$ cat config.mk
export PLATFORM = sky130hd
export DESIGN_NAME = csa_slice_accum_flat
export DESIGN_NICKNAME = d
export VERILOG_FILES = /design/src/rtl/csa_slice_accum_if.sv /design/src/rtl/csa_slice_accum.sv /design/src/flat_wrapper.sv
export SDC_FILE = /design/constraint.sdc
export NUM_CORES = 1
export LEC_CHECK = 0
export BUFFER_PORTS_ARGS = -buffer_cell sky130_fd_sc_hd__buf_4
export CELL_PAD_IN_SITES_DETAIL_PLACEMENT = 1
export CELL_PAD_IN_SITES_GLOBAL_PLACEMENT = 1
export CORE_AREA = 2 2 113 115
export DETAILED_ROUTE_END_ITERATION = 6
export DIE_AREA = 0 0 115 117
export PLACE_DENSITY_LB_ADDON = 0.1
export SYNTH_ARGS = -nofsm -noshare
export SYNTH_HDL_FRONTEND = slang
export SYNTH_SLANG_ARGS = --single-unit
$ cat constraint.sdc
create_clock -name clk -period 4.5 [get_ports clk]
set_clock_uncertainty 0.2 [all_clocks]
set_input_delay 0.45 -clock clk [delete_from_list [all_inputs] [get_ports clk]]
set_output_delay 0.45 -clock clk [all_outputs]
set_load 0.02 [all_outputs]
$ cat src/rtl/csa_slice_accum_if.sv
// Handshake bundle between the CSA stage, the slice accumulator and its consumer.
interface csa_slice_accum_if #(
    parameter int unsigned WIDTH      = 16,
    parameter int unsigned NUM_SLICES = 8
);
    localparam int unsigned OUT_WIDTH = WIDTH + NUM_SLICES;
    localparam int unsigned IDX_W     = $clog2(NUM_SLICES);

    logic                 in_valid;
    logic                 in_ready;
    logic [WIDTH-1:0]     in_sum;
    logic                 out_valid;
    logic                 out_ready;
    logic [OUT_WIDTH-1:0] out_result;
    logic [IDX_W-1:0]     slice_idx;

    // Environment side: feeds partial sums and consumes results.
    modport master (
        output in_valid, in_sum, out_ready,
        input  in_ready, out_valid, out_result, slice_idx
    );

    // Accumulator side.
    modport slave (
        input  in_valid, in_sum, out_ready,
        output in_ready, out_valid, out_result, slice_idx
    );
endinterface

$ cat src/rtl/csa_slice_accum.sv
// Shift-and-add of NUM_SLICES bit-slice partial sums into one dot-product result,
// with optional negative weight on the MSB slice for two's-complement inputs.
module csa_slice_accum #(
    parameter int unsigned WIDTH      = 16,
    parameter int unsigned NUM_SLICES = 8,
    parameter int unsigned SIGNED     = 1
) (
    input  logic               clk,
    input  logic               rst,
    input  logic               flush,
    csa_slice_accum_if.slave   bus
);
    localparam int unsigned OUT_WIDTH = WIDTH + NUM_SLICES;
    localparam int unsigned IDX_W     = $clog2(NUM_SLICES);
    localparam int unsigned LAST      = NUM_SLICES - 1;

    typedef enum logic [1:0] {IDLE, ACCUM, DONE} state_t;

    state_t                      state_q;
    logic signed [OUT_WIDTH-1:0] acc_q;
    logic signed [OUT_WIDTH-1:0] acc_d;
    logic signed [OUT_WIDTH-1:0] sext;
    logic signed [OUT_WIDTH-1:0] term;
    logic        [OUT_WIDTH-1:0] out_result_q;
    logic        [IDX_W-1:0]     slice_idx_q;
    logic                        out_valid_q;
    logic                        in_ready_q;
    logic                        is_last;

    // Weighted term for the slice being offered; slice 0 restarts the sum.
    always_comb begin
        sext    = OUT_WIDTH'($signed(bus.in_sum));
        term    = sext <<< slice_idx_q;
        is_last = (slice_idx_q == IDX_W'(LAST));
        acc_d   = acc_q + term;
        if (slice_idx_q == '0) begin
            acc_d = term;
        end else if ((SIGNED != 0) && is_last) begin
            acc_d = acc_q - term;
        end
    end

    always_ff @(posedge clk or posedge rst) begin
        if (rst) begin
            state_q      <= IDLE;
            acc_q        <= '0;
            slice_idx_q  <= '0;
            out_valid_q  <= 1'b0;
            out_result_q <= '0;
            in_ready_q   <= 1'b1;
        end else if (flush) begin
            // Abort wins over any same-cycle accept or output handshake.
            state_q      <= IDLE;
            acc_q        <= '0;
            slice_idx_q  <= '0;
            out_valid_q  <= 1'b0;
            in_ready_q   <= 1'b1;
        end else begin
            case (state_q)
                IDLE, ACCUM: begin
                    if (bus.in_valid && in_ready_q) begin
                        acc_q <= acc_d;
                        if (is_last) begin
                            state_q      <= DONE;
                            slice_idx_q  <= '0;
                            out_result_q <= acc_d;
                            out_valid_q  <= 1'b1;
                            in_ready_q   <= 1'b0;
                        end else begin
                            state_q     <= ACCUM;
                            slice_idx_q <= slice_idx_q + IDX_W'(1);
                        end
                    end
                end
                DONE: begin
                    if (bus.out_ready) begin
                        state_q     <= IDLE;
                        out_valid_q <= 1'b0;
                        in_ready_q  <= 1'b1;
                    end
                end
                default: begin
                    state_q    <= IDLE;
                    in_ready_q <= 1'b1;
                end
            endcase
        end
    end

    assign bus.in_ready   = in_ready_q;
    assign bus.out_valid  = out_valid_q;
    assign bus.out_result = out_result_q;
    assign bus.slice_idx  = slice_idx_q;
endmodule

$ cat src/flat_wrapper.sv
// flat-port wrapper written by rule: the top's interface ports become plain ports
module csa_slice_accum_flat 
#(
    parameter int unsigned WIDTH      = 16,
    parameter int unsigned NUM_SLICES = 8,
    parameter int unsigned SIGNED     = 1
)
  (clk, rst, flush, bus_in_valid, bus_in_sum, bus_out_ready, bus_in_ready, bus_out_valid, bus_out_result, bus_slice_idx);
  csa_slice_accum_if #(.WIDTH(WIDTH), .NUM_SLICES(NUM_SLICES)) bus_i ();
  input  logic clk;
  input  logic rst;
  input  logic flush;
  input wire logic [$bits(bus_i.in_valid)-1:0] bus_in_valid;
  input wire logic [$bits(bus_i.in_sum)-1:0] bus_in_sum;
  input wire logic [$bits(bus_i.out_ready)-1:0] bus_out_ready;
  output wire logic [$bits(bus_i.in_ready)-1:0] bus_in_ready;
  output wire logic [$bits(bus_i.out_valid)-1:0] bus_out_valid;
  output wire logic [$bits(bus_i.out_result)-1:0] bus_out_result;
  output wire logic [$bits(bus_i.slice_idx)-1:0] bus_slice_idx;
  assign bus_i.in_valid = bus_in_valid;
  assign bus_i.in_sum = bus_in_sum;
  assign bus_i.out_ready = bus_out_ready;
  assign bus_in_ready = bus_i.in_ready;
  assign bus_out_valid = bus_i.out_valid;
  assign bus_out_result = bus_i.out_result;
  assign bus_slice_idx = bus_i.slice_idx;
  csa_slice_accum #(.WIDTH(WIDTH), .NUM_SLICES(NUM_SLICES), .SIGNED(SIGNED)) u_core (.clk(clk), .rst(rst), .flush(flush), .bus(bus_i));
endmodule
**Yosys cells after proc, flatten, opt, wreduce, memory -nomap -nowiden**

Index checks and enable logic that the tools add are counted.

- Eq/ne operators: 6
- Multipliers: 0
- Shift operators: 1
- Order comparisons: 0
- Reductions and logical operators: 12
- Bitwise logic cells: 1
- Mux-type cells: 24
- Divide/modulo/power cells: 0
- $add $sub $neg: 3

Operators with widths:

| kind | number |
|---|---|
| 24-bit 2-to-1 mux | 5 |
| 24-bit adder | 1 |
| 16-bit by 3-bit <<< shifter with 24-bit output | 1 |
| 24-bit subtractor | 1 |
| 3-bit 2-to-1 mux | 4 |
| 1-bit 2-to-1 mux | 8 |
| 2-bit 2-to-1 mux | 4 |
| 4-bit AND reduction | 2 |
| 3-bit by 2-bit != test with 1-bit output, second input constant | 2 |
| 1-bit case mux with 2 select lines | 2 |
| 2-bit case mux with 2 select lines | 1 |
| 2-bit AND reduction | 2 |
| 2-bit nonzero test | 2 |
| 3-bit by 1-bit adder with 3-bit output, second input constant | 1 |
| 3-bit equality test, second input constant | 1 |
| 3-bit logical NOT | 1 |
| 3-bit != test, second input constant | 1 |
| 3-bit AND reduction | 1 |
| 3-bit nonzero test | 1 |
| 2-bit by 1-bit equality test with 1-bit output, second input constant | 1 |
| 2-bit equality test, second input constant | 1 |
| 2-bit logical NOT | 1 |
| 2-bit OR reduction | 1 |
| 1-bit logical AND | 1 |
| 1-bit NOT | 1 |

- Bits of input ports: 21
- Word-level logic and storage cells: 53
- ROM bits: 0
- Bits in latches: 0
- Flip-flop bits (word level): 55
- Memory bits (writable): 0
- Output and inout port bits: 29
- Memories kept: 0

**Longest topological paths before layout**

- Depth after elaboration: 7
- Depth in mapped cells: 22
- Depth with buffers taken out: 19

**Worst setup path before layout**

OpenSTA, ideal clock, no wires.

- Path type: reg-to-reg
- Start point: reg u_core.slice_idx_q[0], in the netlist u_core.bus.slice_idx[0]
- End point: reg u_core.acc_q[23]
- Library setup time: 0.123 ns
- Arrival: 4.628 ns
- Period minus slack after synthesis: 4.951 ns
- Path buffers: 3
- Setup slack: -0.451 ns
- Cell stages (with the launch flop): 23
- Data required time: 4.177 ns
- Cells stage by stage: dfrtp_1 -> clkbuf_1 -> clkbuf_1 -> clkbuf_1 -> nand2_1 -> a21oi_1 -> nand2_1 -> ha_1 -> nor3b_1 -> and3b_1 -> a21oi_1 -> nor2_1 -> xnor2_1 -> ha_1 -> a21oi_1 -> o21bai_1 -> a21oi_1 -> o21ai_0 -> or3b_2 -> o21ai_0 -> xor2_1 -> nor2_2 -> o221a_1

- Word-level cells in the longest chain between the ends: 7

Ends and longest elaborated chain:

| item | RTL line | source |
|---|---|---|
| start, declared | csa_slice_accum.sv:25 | `logic [IDX_W-1:0] slice_idx_q;` |
| start signal, assigned | csa_slice_accum.sv:71 | `slice_idx_q <= slice_idx_q + IDX_W'(1);` |
| 16-bit by 3-bit <<< shifter with 24-bit output | csa_slice_accum.sv:33 | `term = sext <<< slice_idx_q;` |
| 24-bit adder / 24-bit subtractor (equally long branches) | csa_slice_accum.sv:35, csa_slice_accum.sv:39 |  |
| 24-bit 2-to-1 mux | csa_slice_accum.sv:38 | `end else if ((SIGNED != 0) && is_last) begin` |
| 24-bit 2-to-1 mux (*) | csa_slice_accum.sv:36 | `if (slice_idx_q == '0) begin` |
| 24-bit 2-to-1 mux (*) | csa_slice_accum.sv:61 | `if (bus.in_valid && in_ready_q) begin` |
| 24-bit 2-to-1 mux (*) | csa_slice_accum.sv:59 | `case (state_q)` |
| 24-bit 2-to-1 mux (*) | csa_slice_accum.sv:51 | `end else if (flush) begin` |
| end signal, assigned | csa_slice_accum.sv:46 | `acc_q <= '0;` |
| end signal, assigned | csa_slice_accum.sv:54 | `acc_q <= '0;` |
| end signal, assigned | csa_slice_accum.sv:62 | `acc_q <= acc_d;` |
| end, declared | csa_slice_accum.sv:20 | `logic signed [OUT_WIDTH-1:0] acc_q;` |

Mark *: on every way between the ends. The rest lies on a longest branch, timed or not. The select of a mux whose other input is x is not followed.
A chain may end at the register's enable or synchronous reset.

**Final worst setup path**

- Start point: reg u_core.slice_idx_q[1], in the netlist u_core.bus.slice_idx[1]
- End point: reg u_core.acc_q[20]

Same word-level chain as after synthesis.

==> metrics.txt <==
critical path type=reg -> reg; CP Buf/Inv Count=3; share of layout cells above drive strength 1=31.10%; Worst Path Required=4520 ps; Final WS setup=-20.63 ps; Core Area=0.01231 sq mm; first-pass GRT wire length=27830 um; Flop pwr share=29.2%; via/cell ratio=5.867; Worst setup SP type=flip-flop; TritonCTS Buffers=5; nets=780; CTS clk-pin slew, worst paths=80 ps; combinational share of power=46.4%; pre-CTS setup slack=-200.2 ps; Worst VDD drop=143.5 uV; yosys warns=0; Synth Cell Area=0.004941 sq mm; Post-synth top flop=dfrtp_1; Tightest Hold Check Type=in -> reg; P_sw=705.4 uW; slowest cell on the critical path=mux4_2; Initial Util=40.13%; failing checks=negative setup slack; pwr/cell area=282.4 mW/mm^2; Tot GR Track Use=26.58%; vias in the first global route=5466; initial antenna violation count=0; worst-margin pin slew=1035 ps; post-layout util=53.33%; row count=41; setup_tns=-20.63 ps; GPL Wtd Cong=0.9001; MaxCap Viol Count=0; RSZ-0062 raised after global routing=true; Setup crit end kind=flip-flop; Data arrival, critical path=4550 ps; DR WL/cell=20.56 um; Cell Chain, Critical Path=buf_6, mux4_2, mux2i_4, buf_6, nand2_2, nand4b_1, nor2_4, nor2_1, xor2_1, ha_1, buf_4, a21o_1, a21oi_2, nor2_1, a211oi_2, o21ai_2, a31oi_1, xnor2_1, a21oi_2, a211oi_2; CTS tree=done; number of H-tree levels=2; status=finished, violations left; post-synthesis sequential area ratio=27.88%; Die Width=115 um; clk buf depth=2; total chip power=1.855 mW; drt first pass iters=4; overall routed net length=18090 um; Yosys top cell by area=dfrtp_1; CTS Sinks=55; Sw Ratio=38.03%; Final Cycle Share=100.5%; detailed-route via count=5163; Area Growth Syn to Fin=32.89%; crit-path max FO=5; Antenna Cells=0; Synth top area share=27.35%; number of synthesized flops with an enable pin=0; f_max=221.2 MHz; Synth top cells by count=76 x nand2_1, 71 x nor2_1, 61 x a21oi_1; gr ovfl total=0; full die area=0.01346 sq mm; PortBufs=49; latest clock arrival within the worst-skew pair=310 ps; Yosys reg bits=55; library cells used by synthesis=62; top-count cell post-synth=nand2_1; post-detail-place hpwl=12790 um; cell family with most CP delay=compound AO/OA/AOI/OAI gates; crit path time final=4521 ps; First DRT Iteration DRCs=224; Synth Instances=620; Max stage delay on crit path=570 ps; final setup vio count=1; CTS Root Cell=clkbuf_16; clock power share=24.3%; antenna-violating nets left=0; Area contributors post-synth=dfrtp_1 27%, ha_1 7.1%, a21oi_1 6.2%, nand2_1 5.8%, nor2_1 5.4%; Final Hold Vio Count=0; Post-route DRC=0; Synth async-reset ratio=100.0%; chip height=117 um; Slew HR=30.82%; Syn Area/Cell=7.969 sq um; IO Count=50; Pleak=2.962 nW; syn nets=670; Final Max Slew Viols=0; Power Internal=1.149 mW; pin count of the biggest net entering global routing=43
[cell families after synthesis]
kind of cell	after synthesis	synth area share (%)
AOI/OAI and AO/OA	205	25.65
and+or+nand+nor	202	18.18
buffers and inverters	55	4.786
DFF	55	27.88
xor gates and xnor gates	38	6.736
muxes	36	9.268
adders and majority gates	29	7.496
[metal layers]
metal,track usage [%],vias up,routed length (um)
met3,4.016,62,468
met1,29.55,2550,6945
met4,9.639,0,833
li1,-,2444,-
met5,0,-,0
met2,51.22,107,9844
[worst register-to-register path: cells and delay by family, from the launching register on]
kind	cells	cell delay [ps]
buffers and inverters	3	460
adders and majority gates	1	310
DFF	1	470
AOI/OAI and AO/OA	7	1210
muxes	2	790
and+or+nand+nor	5	650
xor gates and xnor gates	2	330
[state kept, by name (all words and copies together), names as in the netlist]
name                   cells
u_core.state_q             2
u_core.acc_q              24
u_core.bus.in_ready        1
u_core.bus.slice_idx       3
u_core.bus.out_result     24
u_core.bus.out_valid       1
[cell type report]
type                            count  area, sq um
Tap cell                          150        187.7
Sequential cell                    55         1380
Clock inverter                      2        37.54
Inverter                           21        78.83
Clock buffer                        5        125.1
Multi-Input combinational cell    510         3691
Fill cell                        1501         5746
Timing Repair Buffer              137         1066
[cells in the final DEF (no fill, tap or decap), drive strengths merged, types with 3 or more instances in the layout]
master,synthesis,final
buf,8,136
nand2,76,76
nor2,72,72
a21oi,61,61
dfrtp,54,54
o21ai,54,54
ha,28,28
mux2i,25,25
xor2,23,23
inv,21,21
a211oi,21,21
xnor2,15,15
a31oi,14,14
a21o,10,10
nand3,8,8
o21a,7,7
and3,6,6
and2,6,6
o21bai,6,6
mux4,6,6
nor3,6,6
a311oi,6,6
nor2b,5,5
nand2b,5,5
clkbuf,26,5
a21boi,5,5
mux2,5,5
or3b,4,4
or2,3,3
[power by group through the flow]
stage	combinational [mW]	sequential (mW)	clock (mW)
finish	0.861	0.542	0.451
global route	0.942	0.544	0.477
CTS	0.777	0.541	0.464
detailed placement	0.751	0.550	0
global placement	0.722	0.549	0
floorplan	0.493	0.543	0
[final timing paths]
path | from | to | slack (ps) | depth (start not counted)
worst max-delay path | u_core.bus.slice_idx[1] | u_core.acc_q[20] | -20 | 20
worst min-delay path | bus_out_ready | u_core.state_q[1] | 230 | 3
worst max register to register | u_core.bus.slice_idx[1] | u_core.acc_q[20] | -20 | 20
worst min register to register | u_core.bus.out_result[2] | u_core.bus.out_result[2] | 280 | 2
max in group asynchronous | rst | u_core.bus.out_result[23] | 2780 | 4
min in group asynchronous | rst | u_core.acc_q[4] | 430 | 3
[what timing repair did]
| action | 4_1_cts | 5_1_grt |
|---|---|---|
| cloned | 1 | 0 |
| resized for setup | 24 | 61 |
| setup endpoints to repair | 11 | 23 |
| buffers inserted | 14 | 7 |
| endpoints found under the hold margin | 13 | 0 |
| pin swaps | 6 | 35 |
| hold buffers | 1 | 0 |
[through the flow]
| step | std cells | hold WS [ps] | cell area, sq um |
|---|---|---|---|
| 2_1_floorplan | 620 | 290.2 | 4962 |
| 3_5_place_dp | 853 | 231.8 | 5878 |
| 5_1_grt | 880 | 242.7 | 6566 |
| 4_1_cts | 876 | 220.5 | 6272 |
| 6_report | 880 | 231.1 | 6566 |
| 3_3_place_gp | 853 | 227.2 | 5878 |
Power figures use the tool's default switching activity.
